===== src/rtl/booth_pkg.sv =====
// Shared types and defaults for the Booth multiplier arbiter slice.
package booth_pkg;

  localparam int DEFAULT_WIDTH = 16;

  typedef enum logic [1:0] {
    IDLE   = 2'd0,
    ISSUE  = 2'd1,
    SETTLE = 2'd2
  } arb_state_t;

  // bit 1 marks the multiplicand as signed, bit 0 the multiplier
  typedef enum logic [1:0] {
    SM_UU = 2'b00,
    SM_US = 2'b01,
    SM_SU = 2'b10,
    SM_SS = 2'b11
  } sign_mode_t;

  function automatic int tag_width(input int n);
    return (n > 1) ? $clog2(n) : 1;
  endfunction

endpackage


===== src/rtl/booth_mul_arbiter_tag_fifo.sv =====
// Synchronous FIFO holding the requester index of every op in flight.
module tag_fifo #(
  parameter int W     = 2,
  parameter int DEPTH = 4
) (
  input  logic         clk,
  input  logic         rst_n,
  input  logic         push,
  input  logic [W-1:0] push_data,
  input  logic         pop,
  output logic [W-1:0] pop_data,
  output logic         full,
  output logic         empty
);
  localparam int PTR_W = (DEPTH > 1) ? $clog2(DEPTH) : 1;

  logic [W-1:0]     mem_q [DEPTH];
  logic [W-1:0]     mem_d [DEPTH];
  logic [PTR_W-1:0] wr_q, wr_d, rd_q, rd_d;
  logic [PTR_W:0]   cnt_q, cnt_d;
  logic             do_push, do_pop;

  assign full     = (cnt_q == (PTR_W+1)'(DEPTH));
  assign empty    = (cnt_q == '0);
  assign pop_data = mem_q[rd_q];
  assign do_pop   = pop && !empty;
  assign do_push  = push && (!full || do_pop);

  always_comb begin
    mem_d = mem_q;
    wr_d  = wr_q;
    rd_d  = rd_q;
    cnt_d = cnt_q;
    if (do_push) begin
      mem_d[wr_q] = push_data;
      wr_d = (wr_q == PTR_W'(DEPTH - 1)) ? '0 : wr_q + 1'b1;
    end
    if (do_pop) begin
      rd_d = (rd_q == PTR_W'(DEPTH - 1)) ? '0 : rd_q + 1'b1;
    end
    if (do_push && !do_pop) begin
      cnt_d = cnt_q + 1'b1;
    end else if (do_pop && !do_push) begin
      cnt_d = cnt_q - 1'b1;
    end
  end

  // Storage needs no reset: the pointers and count define what is valid.
  always_ff @(posedge clk) begin
    mem_q <= mem_d;
  end

  always_ff @(posedge clk) begin
    if (!rst_n) begin
      wr_q  <= '0;
      rd_q  <= '0;
      cnt_q <= '0;
    end else begin
      wr_q  <= wr_d;
      rd_q  <= rd_d;
      cnt_q <= cnt_d;
    end
  end

endmodule


===== src/rtl/booth_mul_arbiter.sv =====
// Round-robin front end sharing one pipelined Booth multiplier among NREQ requesters.
// Issued requester indices ride a tag FIFO so results are routed back in issue order.
module booth_mul_arbiter
  import booth_pkg::*;
#(
  parameter int WIDTH      = DEFAULT_WIDTH,
  parameter int NREQ       = 4,
  parameter int TAGQ_DEPTH = 4
) (
  input  logic                  clk,
  input  logic                  rst_n,
  input  logic [NREQ-1:0]       req_valid,
  input  logic [NREQ*WIDTH-1:0] req_a,
  input  logic [NREQ*WIDTH-1:0] req_b,
  input  logic [NREQ*2-1:0]     req_mode,
  output logic [NREQ-1:0]       req_ready,
  output logic [NREQ-1:0]       resp_valid,
  output logic [2*WIDTH-1:0]    resp_product,
  output logic                  mul_start,
  output logic [WIDTH-1:0]      mul_multiplicand,
  output logic [WIDTH-1:0]      mul_multiplier,
  output logic [1:0]            mul_sign_mode,
  input  logic [2*WIDTH-1:0]    mul_product,
  input  logic                  mul_done,
  input  logic                  mul_busy,
  output logic                  tagq_full,
  output logic                  spurious_done
);
  localparam int TAG_W = tag_width(NREQ);

  arb_state_t         state_q, state_d;
  logic [TAG_W-1:0]   rr_ptr_q, rr_ptr_d;
  logic [TAG_W-1:0]   win_q, win_d;
  logic               mul_start_q, mul_start_d;
  logic [WIDTH-1:0]   a_q, a_d, b_q, b_d;
  sign_mode_t         mode_q, mode_d;
  logic [NREQ-1:0]    resp_valid_q, resp_valid_d;
  logic [2*WIDTH-1:0] prod_q, prod_d;
  logic               spurious_q, spurious_d;

  logic               grant;
  logic [TAG_W-1:0]   winner;
  logic [TAG_W-1:0]   tag_head;
  logic               tagq_empty;
  int                 idx;

  // First valid requester at or after rr_ptr wins; ready is combinational so a
  // requester may withdraw right up to the acceptance cycle.
  always_comb begin
    grant  = 1'b0;
    winner = '0;
    idx    = 0;
    if (rst_n && state_q == IDLE && !mul_busy && !tagq_full) begin
      for (int i = 0; i < NREQ; i++) begin
        idx = (int'(rr_ptr_q) + i) % NREQ;
        if (!grant && req_valid[idx]) begin
          grant  = 1'b1;
          winner = TAG_W'(idx);
        end
      end
    end
  end

  always_comb begin
    req_ready = '0;
    if (grant) begin
      req_ready[winner] = 1'b1;
    end
  end

  always_comb begin
    state_d      = state_q;
    rr_ptr_d     = rr_ptr_q;
    win_d        = win_q;
    mul_start_d  = 1'b0;
    a_d          = a_q;
    b_d          = b_q;
    mode_d       = mode_q;
    resp_valid_d = '0;
    prod_d       = prod_q;
    spurious_d   = spurious_q;
    case (state_q)
      IDLE: begin
        if (grant) begin
          state_d     = ISSUE;
          rr_ptr_d    = (int'(winner) == NREQ - 1) ? '0 : winner + 1'b1;
          win_d       = winner;
          mul_start_d = 1'b1;
          a_d         = req_a[int'(winner)*WIDTH +: WIDTH];
          b_d         = req_b[int'(winner)*WIDTH +: WIDTH];
          mode_d      = sign_mode_t'(req_mode[int'(winner)*2 +: 2]);
        end
      end
      ISSUE:   state_d = SETTLE;
      SETTLE:  state_d = IDLE;
      default: state_d = IDLE;
    endcase
    if (mul_done) begin
      if (tagq_empty) begin
        spurious_d = 1'b1;
      end else begin
        resp_valid_d[tag_head] = 1'b1;
        prod_d                 = mul_product;
      end
    end
  end

  always_ff @(posedge clk) begin
    if (!rst_n) begin
      state_q      <= IDLE;
      rr_ptr_q     <= '0;
      win_q        <= '0;
      mul_start_q  <= 1'b0;
      a_q          <= '0;
      b_q          <= '0;
      mode_q       <= SM_UU;
      resp_valid_q <= '0;
      prod_q       <= '0;
      spurious_q   <= 1'b0;
    end else begin
      state_q      <= state_d;
      rr_ptr_q     <= rr_ptr_d;
      win_q        <= win_d;
      mul_start_q  <= mul_start_d;
      a_q          <= a_d;
      b_q          <= b_d;
      mode_q       <= mode_d;
      resp_valid_q <= resp_valid_d;
      prod_q       <= prod_d;
      spurious_q   <= spurious_d;
    end
  end

  tag_fifo #(
    .W     (TAG_W),
    .DEPTH (TAGQ_DEPTH)
  ) u_tag_fifo (
    .clk       (clk),
    .rst_n     (rst_n),
    .push      (state_q == ISSUE),
    .push_data (win_q),
    .pop       (mul_done),
    .pop_data  (tag_head),
    .full      (tagq_full),
    .empty     (tagq_empty)
  );

  assign mul_start        = mul_start_q;
  assign mul_multiplicand = a_q;
  assign mul_multiplier   = b_q;
  assign mul_sign_mode    = mode_q;
  assign resp_valid       = resp_valid_q;
  assign resp_product     = prod_q;
  assign spurious_done    = spurious_q;

endmodule

===== config.mk =====
export PLATFORM = sky130hd
export DESIGN_NAME = booth_mul_arbiter
export DESIGN_NICKNAME = d
export VERILOG_FILES = /design/src/rtl/booth_pkg.sv /design/src/rtl/booth_mul_arbiter_tag_fifo.sv /design/src/rtl/booth_mul_arbiter.sv
export SDC_FILE = /design/constraint.sdc
export NUM_CORES = 1
export LEC_CHECK = 0
export CAP_MARGIN = 0
export CORE_UTILIZATION = 39
export CTS_CLUSTER_DIAMETER = 80
export DETAILED_ROUTE_END_ITERATION = 12
export PLACE_DENSITY = 0.81
export RECOVER_POWER = 50
export SYNTH_ARGS = -nofsm -noshare
export SYNTH_HDL_FRONTEND = slang
export SYNTH_SLANG_ARGS = --single-unit

===== constraint.sdc =====
create_clock -name clk -period 3.19 [get_ports clk]
set_input_delay 0.638 -clock clk [delete_from_list [all_inputs] [get_ports clk]]
set_output_delay 0.638 -clock clk [all_outputs]
set_load 0.01 [all_outputs]

==> impl_results.md, run 1 <==
- Final Skew: 9.19 ps
- Synth Net Count: 604
- Sw frac: 29.5%
- Fin cells: 815
- Most frequent cells in the layout: 212 x clkdlybuf4s50_1, 85 x dfxtp_1, 84 x nand2_1
- Via count: 4120
- Worst slew margin: 2.45%
- CP Max Fanout: 3
- Max-slew violation count: 0
- Post-Route Setup TNS: 0 ps
- Die Y: 108 um
- I/O Pins: 253
- Required @ worst endpoint: 2550 ps
- Fin crit period: 3150 ps
- Core Box Area: 0.0109 mm^2
- Die width: 108 um
- Vias in the first global route: 4318
- Internal power: 2660 uW
- Syn Area/Cell: 10.5 um^2
- Detailed Place HPWL: 10.1 mm
- Leakage: 0.00320 uW
- Vias per cell: 5.06
- Seq/Total Area, Yosys: 44.0%
- Share of the synthesized area in the top cell type: 38.6%
- Gate power share: 33.4%
- Final period util: 98.7%
- Post-layout util: 67.0%
- Clock transition at path regs: 70 ps
- Commonest non-fill, non-tap cell in the layout: clkdlybuf4s50_1
- Layout cells sized above 1: 9.08%
- I/O Buffers: 252
- Postcts setup bufs: 0
- Hold Crit Class: reg2reg
- RSZ-0062 raised after global routing: false
- Gpl congestion: 0.845
- Post-synth EDFFs: 8
- H-tree depth: 3
- Synth cell types: 39
- Tightest hold margin: 464 ps
- Overflow after GRT: 0
- Seq pwr share: 39.9%
- Clk_lat worst skew: 330 ps
- Drc violations: 0
- Synth Register Bits: 93
- Async SR Flop Fraction: 0%
- GRT Util Overall: 22.3%
- Initial DRC Count: 180
- P_sw: 1110 uW
- Site row count: 38
- Main area contributors after synthesis: dfxtp_1 39%, mux4_2 13%, nand2_1 7.1%
- Inserted Clock Buffers: 9
- Run status: complete, no violations
- Fin. Hold Viols: 0
- F_max: 318 MHz
- Clock Root Buffer: clkbuf_16
- WS Path Type: in2out
- Arrival time worst endpoint: 2510 ps
- CTS Hold Buffers Added: 0
- Endpoints failing setup: 0
- Antenna violations before repair: 3
- Routed wire length per instance: 15.8 um
- Area growth syn-to-layout: 66.1%
- Total power: 3770 uW
- CTS tree: done
- Worst Setup Start Kind: input pin
- Nets: 851
- Routed Antenna Nets: 0
- Initial Utilization: 40.3%
- Peak VDD IR: 293 uV
- P per Cell Area: 515 mW/mm^2
- Clock sink count: 93
- Critical Path End Type: output port
- # Max-Cap Violations: 0
- Max clock buf depth: 2
- Synth area leader: dfxtp_1
- Placed Instances: 796
- Yosys warns: 0
- Slew @ Worst Pin: 1460 ps
- Final WL: 12.9 mm
- Die area: 0.0117 mm^2
- Post-Syn Instances: 420
- Cell area after synthesis: 0.00441 mm^2
- Pin count of the biggest net entering global routing: 73
- Primary FF master, synth: dfxtp_1
- First-pass GRT wire length: 20.2 mm
- Clock power frac: 26.6%
- DR pass1 iterations: 4
[worst paths after layout]
check / slack (ps) / cells past startpoint / endpoint / from
worst max-delay path: 40 / 7 / req_ready[0] / mul_busy
worst min-delay path: 460 / 2 / resp_product[15] / resp_product[15]
worst max register to register: 540 / 10 / u_tag_fifo.cnt_q[2] / u_tag_fifo.cnt_q[0]
worst min register to register: 460 / 2 / resp_product[15] / resp_product[15]
[state kept, by name, summed over array words and instances, names as in the netlist]
register and flops:
mul_sign_mode 2, resp_product 32, resp_valid 4, mul_start 1, spurious_done 1, state_q 2
mul_multiplicand 16, u_tag_fifo.rd_q 2, rr_ptr_q 2, u_tag_fifo.cnt_q 3, u_tag_fifo.mem_q 8, u_tag_fifo.wr_q 2
mul_multiplier 16, win_q 2
[metal layers]
layer | track usage [%] | wire, um | vias to the layer above
li1 | - | - | 1993
met1 | 23.1 | 4700 | 1931
met2 | 40.3 | 6680 | 169
met3 | 6.99 | 1100 | 27
met4 | 11.3 | 394 | 0
met5 | 0 | 0 | -
[critical path, stage by stage]
cell	delay (ps)
dlygate4sd2_1	280
nor4b_4	250
nand3_2	140
or4_4	570
ha_1	210
and2_1	140
dlygate4sd2_1	280
[Yosys cell counts (2+ instances only)]
| cell | count |
|---|---|
| nand2_1 | 84 |
| nand2b_1 | 2 |
| dfxtp_1 | 85 |
| nor2b_1 | 6 |
| buf_2 | 5 |
| o221ai_1 | 10 |
| a21o_1 | 24 |
| and2_1 | 9 |
| clkbuf_1 | 19 |
| or4_1 | 2 |
| mux4_2 | 26 |
| buf_12 | 2 |
| nor2_1 | 8 |
| mux2i_1 | 24 |
| buf_1 | 2 |
| a21boi_0 | 37 |
| and3_1 | 25 |
| inv_1 | 8 |
| a21oi_1 | 5 |
| buf_6 | 2 |
| ha_1 | 7 |
| nor3_1 | 4 |
| edfxtp_1 | 8 |
[power by group through the flow]
stage          clock, uW  sequential (uW)  combinational (uW)
6_report            1000             1510                1260
5_1_grt             1090             1540                1380
4_1_cts             1030             1510                1310
3_5_place_dp           0             1530                1310
3_3_place_gp           0             1520                1280
2_1_floorplan          0             1610                 515
[final cells by class]
class | count | area (um^2)
timing repair buffer | 267 | 2620
tap | 140 | 175
clock inverter | 7 | 55.1
multi-input combinational | 286 | 2270
inverter | 10 | 37.5
clock buffer | 9 | 225
fill | 862 | 3610
antenna | 3 | 7.51
sequential | 93 | 1940
[per-stage QoR]
step	cell area, um^2	worst slack [ps]
after floorplan	4410	224
after global placement	7050	-440
after detailed placement	7050	-481
after CTS	7330	27.6
after global routing	7330	12.7
final	7330	40.5
[logic make-up (layout without fill, tap and decap cells)]
logic type                 count (synthesis)  count (layout)  share of synthesized area, %
muxes                                     50              50                          18.7
and+or+nand+nor                          147             147                          16.2
other                                      0               3                             0
buffers and inverters                     41             293                          4.79
xor gates and xnor gates                   2               2                         0.397
DFF                                       93              93                          44.0
adders and majority gates                  8               8                          2.44
AOI/OAI and AO/OA                         79              79                          13.5
[what timing repair did]
| item | in CTS | in global routing |
|---|---|---|
| gates resized for setup | 10 | 3 |
| setup endpoints to repair | 4 | 1 |
| pin swaps | 0 | 1 |
Power figures use the tool's default switching activity.
==> run 2: changes to the inputs <==
- PLACE_DENSITY: 0.81 -> default
- PLACE_DENSITY_LB_ADDON: default -> 0.12
- RECOVER_POWER: 50 -> default
==> run 2 against run 1 <==
Effect of this change: count of clock-buffer cells in the layout up 2; worst setup slack better by 29 ps; clock skew down 3.0 ps; wire length up 1.2%; flip-flop and latch count unchanged; critical endpoint unchanged; largest power group unchanged.
==> impl_results.md, run 2 (synthesized netlist as in run 1, its figures left out) <==
- Vias in the first global route: 4167
- Worst-path cell chain: clkdlybuf4s50_1 > nand2b_1 > a21oi_1 > or4_4 > ha_1 > and2_1 > dlygate4sd2_1
- Clock sink count: 93
- Routed wire length per instance: 16.0 um
- RSZ-0062 raised after global routing: false
- CP bufs+invs: 2
- Worst R2R Setup Slack: 630 ps
- Final setup margin: 69.1 ps
- WS Path Type: in2out
- Pin count of the biggest net entering global routing: 73
- I/O Pins: 253
- Final Skew: 6.22 ps
- # Max-Cap Violations: 0
- Total power: 3830 uW
- Clock Root Buffer: clkbuf_16
- Hold Crit Class: reg2reg
- Hold Crit Depth: 2
- Worst slew margin: 61.5%
- DR pass1 iterations: 4
- FF-to-FF Start: u_tag_fifo.cnt_q[0]
- Required @ worst endpoint: 2550 ps
- GRT Util Overall: 22.9%
- Die width: 108 um
- Clk_lat worst skew: 330 ps
- Via count: 4077
- Fin. Hold Viols: 0
- H-tree depth: 3
- Detailed Place HPWL: 10.1 mm
- Worst r2r path cells: 8
- Antenna violations before repair: 1
- Critical Path End Type: output port
- DP Worst Slack: -434 ps
- Slowest cell on crit path: or4_4
- CTS tree: done
- Initial DRC Count: 135
- Min-delay src: resp_product[5]
- Worst Setup Start Kind: input pin
- Tightest hold margin: 462 ps
- Final period util: 97.8%
- Crit path largest cell delay: 550 ps
- Layout cells sized above 1: 9.96%
- Placed Instances: 796
- Critical Path Source: req_valid[3]
- CTS Hold Buffers Added: 0
- Initial Utilization: 40.3%
- Nets: 852
- Max-slew violation count: 0
- Drc violations: 0
- Fin cells: 814
- Clock transition at path regs: 60 ps
- Commonest non-fill, non-tap cell in the layout: clkdlybuf4s50_1
- Register Area: 0.00194 mm^2
- Vias per cell: 5.01
- P per Cell Area: 521 mW/mm^2
- F_max: 320 MHz
- Endpoints failing setup: 0
- Max clock buf depth: 2
- Largest delay share family, worst path: simple AND/OR/NAND/NOR gates
- Peak VDD IR: 330 uV
- Run status: complete, no violations
- First-pass GRT wire length: 20.3 mm
- Arrival time worst endpoint: 2480 ps
- Inserted Clock Buffers: 9
- Max reg flops: 32
- Die Y: 108 um
- Multi-input logic area: 0.00227 mm^2
- CP Max Fanout: 3
- Site row count: 38
- Leakage: 0.00314 uW
- Hold Path End: resp_product[5]
- Area growth syn-to-layout: 66.7%
- Final WL: 13.0 mm
- Fillers: 901
- I/O Buffers: 252
- Overflow after GRT: 0
- Slew @ Worst Pin: 578 ps
- Fin crit period: 3120 ps
- Gpl congestion: 0.829
- Core Box Area: 0.0109 mm^2
- Most frequent cells in the layout: 243 x clkdlybuf4s50_1, 85 x dfxtp_1, 84 x nand2_1
- Routed Antenna Nets: 0
- Die area: 0.0117 mm^2
- Worst r2r dst: mul_multiplicand[13]
## run 2: metrics by stage
step                      utilization (%)  instance area [um^2]  TNS, ps
final                                67.3                  7350        0
after global routing                 67.3                  7350        0
after CTS                            67.1                  7340        0
after detailed placement             64.4                  7050    -6230
after global placement               64.4                  7050    -4980
after floorplan                         -                  4410        0
## run 2: per-layer routing
metal  routed length, um  up-vias  GRT usage (%)
li1                    -     1986              -
met1                4990     1883           25.0
met2                6390      177           39.8
met3                1160       31           6.93
met4                 500        0           12.5
met5                   0        -              0
## run 2: timing repair
action	4_1_cts	5_1_grt
pin swaps	1	0
buffers inserted	1	0
resized for setup	7	5
setup endpoints to repair	4	1
endpoints found under the hold margin	0	0
## run 2: worst max-delay path by stage
| stage | depth (start not counted) | slack [ps] | end |
|---|---|---|---|
| 2_1_floorplan | 9 | 220 | req_ready[0] |
| 3_3_place_gp | 7 | -410 | req_ready[0] |
| 3_5_place_dp | 7 | -430 | req_ready[0] |
| 4_1_cts | 7 | 8 | req_ready[0] |
| 5_1_grt | 7 | 2 | req_ready[0] |
| 6_report | 7 | 70 | req_ready[0] |
## run 2: layout make-up
class,count,area share [%]
inverter,10,0.510
sequential,93,26.4
timing repair buffer,268,35.9
multi-input combinational,286,30.8
clock inverter,5,0.459
clock buffer,11,3.44
tap,140,2.38
antenna,1,0.0340
## run 2: worst register-to-register path: stages (launching register included)
cell,delay (ps)
dfxtp_1,360
or3b_2,540
nand3_2,110
or4_4,150
buf_4,140
buf_4,330
buf_4,390
mux2i_1,280
o221ai_1,130
## run 2: power breakdown
| group | switching [uW] | internal [uW] | leakage, uW | total (uW) |
|---|---|---|---|---|
| logic | 539 | 765 | 0.00223 | 1300 |
| registers | 121 | 1390 | 0.000770 | 1510 |
| clock network | 447 | 571 | 0.000138 | 1020 |
| total | 1110 | 2720 | 0.00314 | 3830 |
==> run 3: changes to the inputs <==
- HOLD_SLACK_MARGIN: default -> 0.03
- PLACE_DENSITY_LB_ADDON: 0.12 -> 0.05
- SKIP_LAST_GASP: default -> 1
==> run 3 against run 2 <==
Effect of this change: non-clock buffer count unchanged; combinational power about the same; via count shrank 0.88%; die area is the same; first-iteration DRC count increased by 21%; sequential power about the same; register-to-register slack better by 100 ps; critical path depth stayed put; design area is 0.34% lower; clock power down 5%; fmax increased by 0.25%; final cell count is 0.12% lower; critical path type unchanged; critical endpoint unchanged; largest power group unchanged.
==> impl_results.md, run 3 (synthesized netlist as in run 1, its figures left out) <==
- Post-layout util: 67.0%
- Tightest hold margin: 465 ps
- Antenna cell count: 0
- Worst slew margin: 61.7%
- WS Path Type: in2out
- GRT Util Overall: 23.2%
- Endpoints failing setup: 0
- Slew @ Worst Pin: 574 ps
- Final Skew: 3.97 ps
- Pin count of the biggest net entering global routing: 73
- Initial DRC Count: 164
- Max reg flops: 32
- Final period util: 97.6%
- Layout cells sized above 1: 9.51%
- Hold Crit Class: reg2reg
- Max-slew violation count: 0
- I/O Pins: 253
- Required @ worst endpoint: 2550 ps
- CTS tree: done
- Die Y: 108 um
- Min-delay src: resp_product[28]
- Leakage: 0.00314 uW
- Clock sink count: 93
- CP Max Fanout: 4
- Fin cells: 813
- I/O Buffers: 252
- Via count: 4041
- Final WL: 13.1 mm
- Area growth syn-to-layout: 66.1%
- Fin. Hold Viols: 0
- DR pass1 iterations: 4
- Nets: 852
- P per Cell Area: 516 mW/mm^2
- Clock Root Buffer: clkbuf_16
- Slowest cell on crit path: or4_4
- Die area: 0.0117 mm^2
- Run status: complete, no violations
- RSZ-0062 raised after global routing: true
- Arrival time worst endpoint: 2480 ps
- FF-to-FF Start: u_tag_fifo.cnt_q[0]
- Routed wire length per instance: 16.1 um
- Crit path largest cell delay: 550 ps
- Most frequent cells in the layout: 243 x clkdlybuf4s50_1, 85 x dfxtp_1, 84 x nand2_1
- Postcts setup bufs: 0
- H-tree depth: 3
- F_max: 321 MHz
- Fin crit period: 3110 ps
- First-pass GRT wire length: 20.5 mm
- Commonest non-fill, non-tap cell in the layout: clkdlybuf4s50_1
- Post-Route Setup TNS: 0 ps
- # Max-Cap Violations: 0
- Critical Path Source: req_valid[3]
- Drc violations: 0
- Routed Antenna Nets: 0
- Vias in the first global route: 4126
- Initial Utilization: 40.3%
- Critical Path End Type: output port
- Inserted Clock Buffers: 9
- Worst Setup Start Kind: input pin
- Detailed Place HPWL: 10.1 mm
- Total power: 3780 uW
- Antenna violations before repair: 0
- Clk_lat worst skew: 340 ps
- Max clock buf depth: 2
- Gpl congestion: 0.900
- Clock transition at path regs: 60 ps
- Die width: 108 um
- Worst-path cell chain: clkdlybuf4s50_1 > nand2b_1 > a21oi_1 > or4_4 > ha_1 > and2_1 > dlygate4sd2_1
- Site row count: 38
- Overflow after GRT: 0
- Core Box Area: 0.0109 mm^2
- Placed Instances: 797
- Peak VDD IR: 246 uV
- Vias per cell: 4.97
run 3: worst paths after layout:
kind	to	slack, ps	cells after the start
worst max-delay path	req_ready[0]	80	7
worst min-delay path	resp_product[28]	470	2
worst max register to register	u_tag_fifo.cnt_q[2]	730	9
worst min register to register	resp_product[28]	470	2
run 3: worst max-delay path, delay by kind of cell:
kind	cells	cell delay [ps]
buffers and inverters	2	780
AND/OR/NAND/NOR	3	790
AO/OA/AOI/OAI	1	60
adder cells (fa/ha/maj)	1	210
run 3: stage by stage:
stage          worst slack (ps)  instance area (um^2)
6_report                   76.9                  7330
5_1_grt                   -7.64                  7330
4_1_cts                    -194                  7320
3_5_place_dp               -441                  7050
3_3_place_gp               -429                  7050
2_1_floorplan               224                  4410
run 3: timing repair:
action / in CTS / in global routing
gates resized for setup: 7 / 3
setup endpoints to repair: 4 / 3
pin swaps: 0 / 0
hold buffers: 0 / 0
cloned: 0 / 0
run 3: power breakdown:
part	internal, uW	leakage (uW)	switching (uW)	total [uW]
Combinational	763	0.00224	534	1300
Clock	532	0.000130	442	974
Sequential	1390	0.000770	123	1510
run 3: layer usage:
layer  track usage, %  up-vias  part of all wire, %
met4             10.8        0                  3.2
met5                0        -                    0
met2             41.1      165                   50
li1                 -     1985                    -
met3             6.57       30                  8.4
met1             25.5     1861                   38
run 3: final cells by class:
type | instances | area (um^2)
clock buffers | 11 | 233
clock inverters | 5 | 35.0
fillers | 902 | 3610
inverters | 10 | 37.5
multi-input cells | 286 | 2260
flip-flops and latches | 93 | 1940
well taps | 140 | 175
repair buffers | 268 | 2640
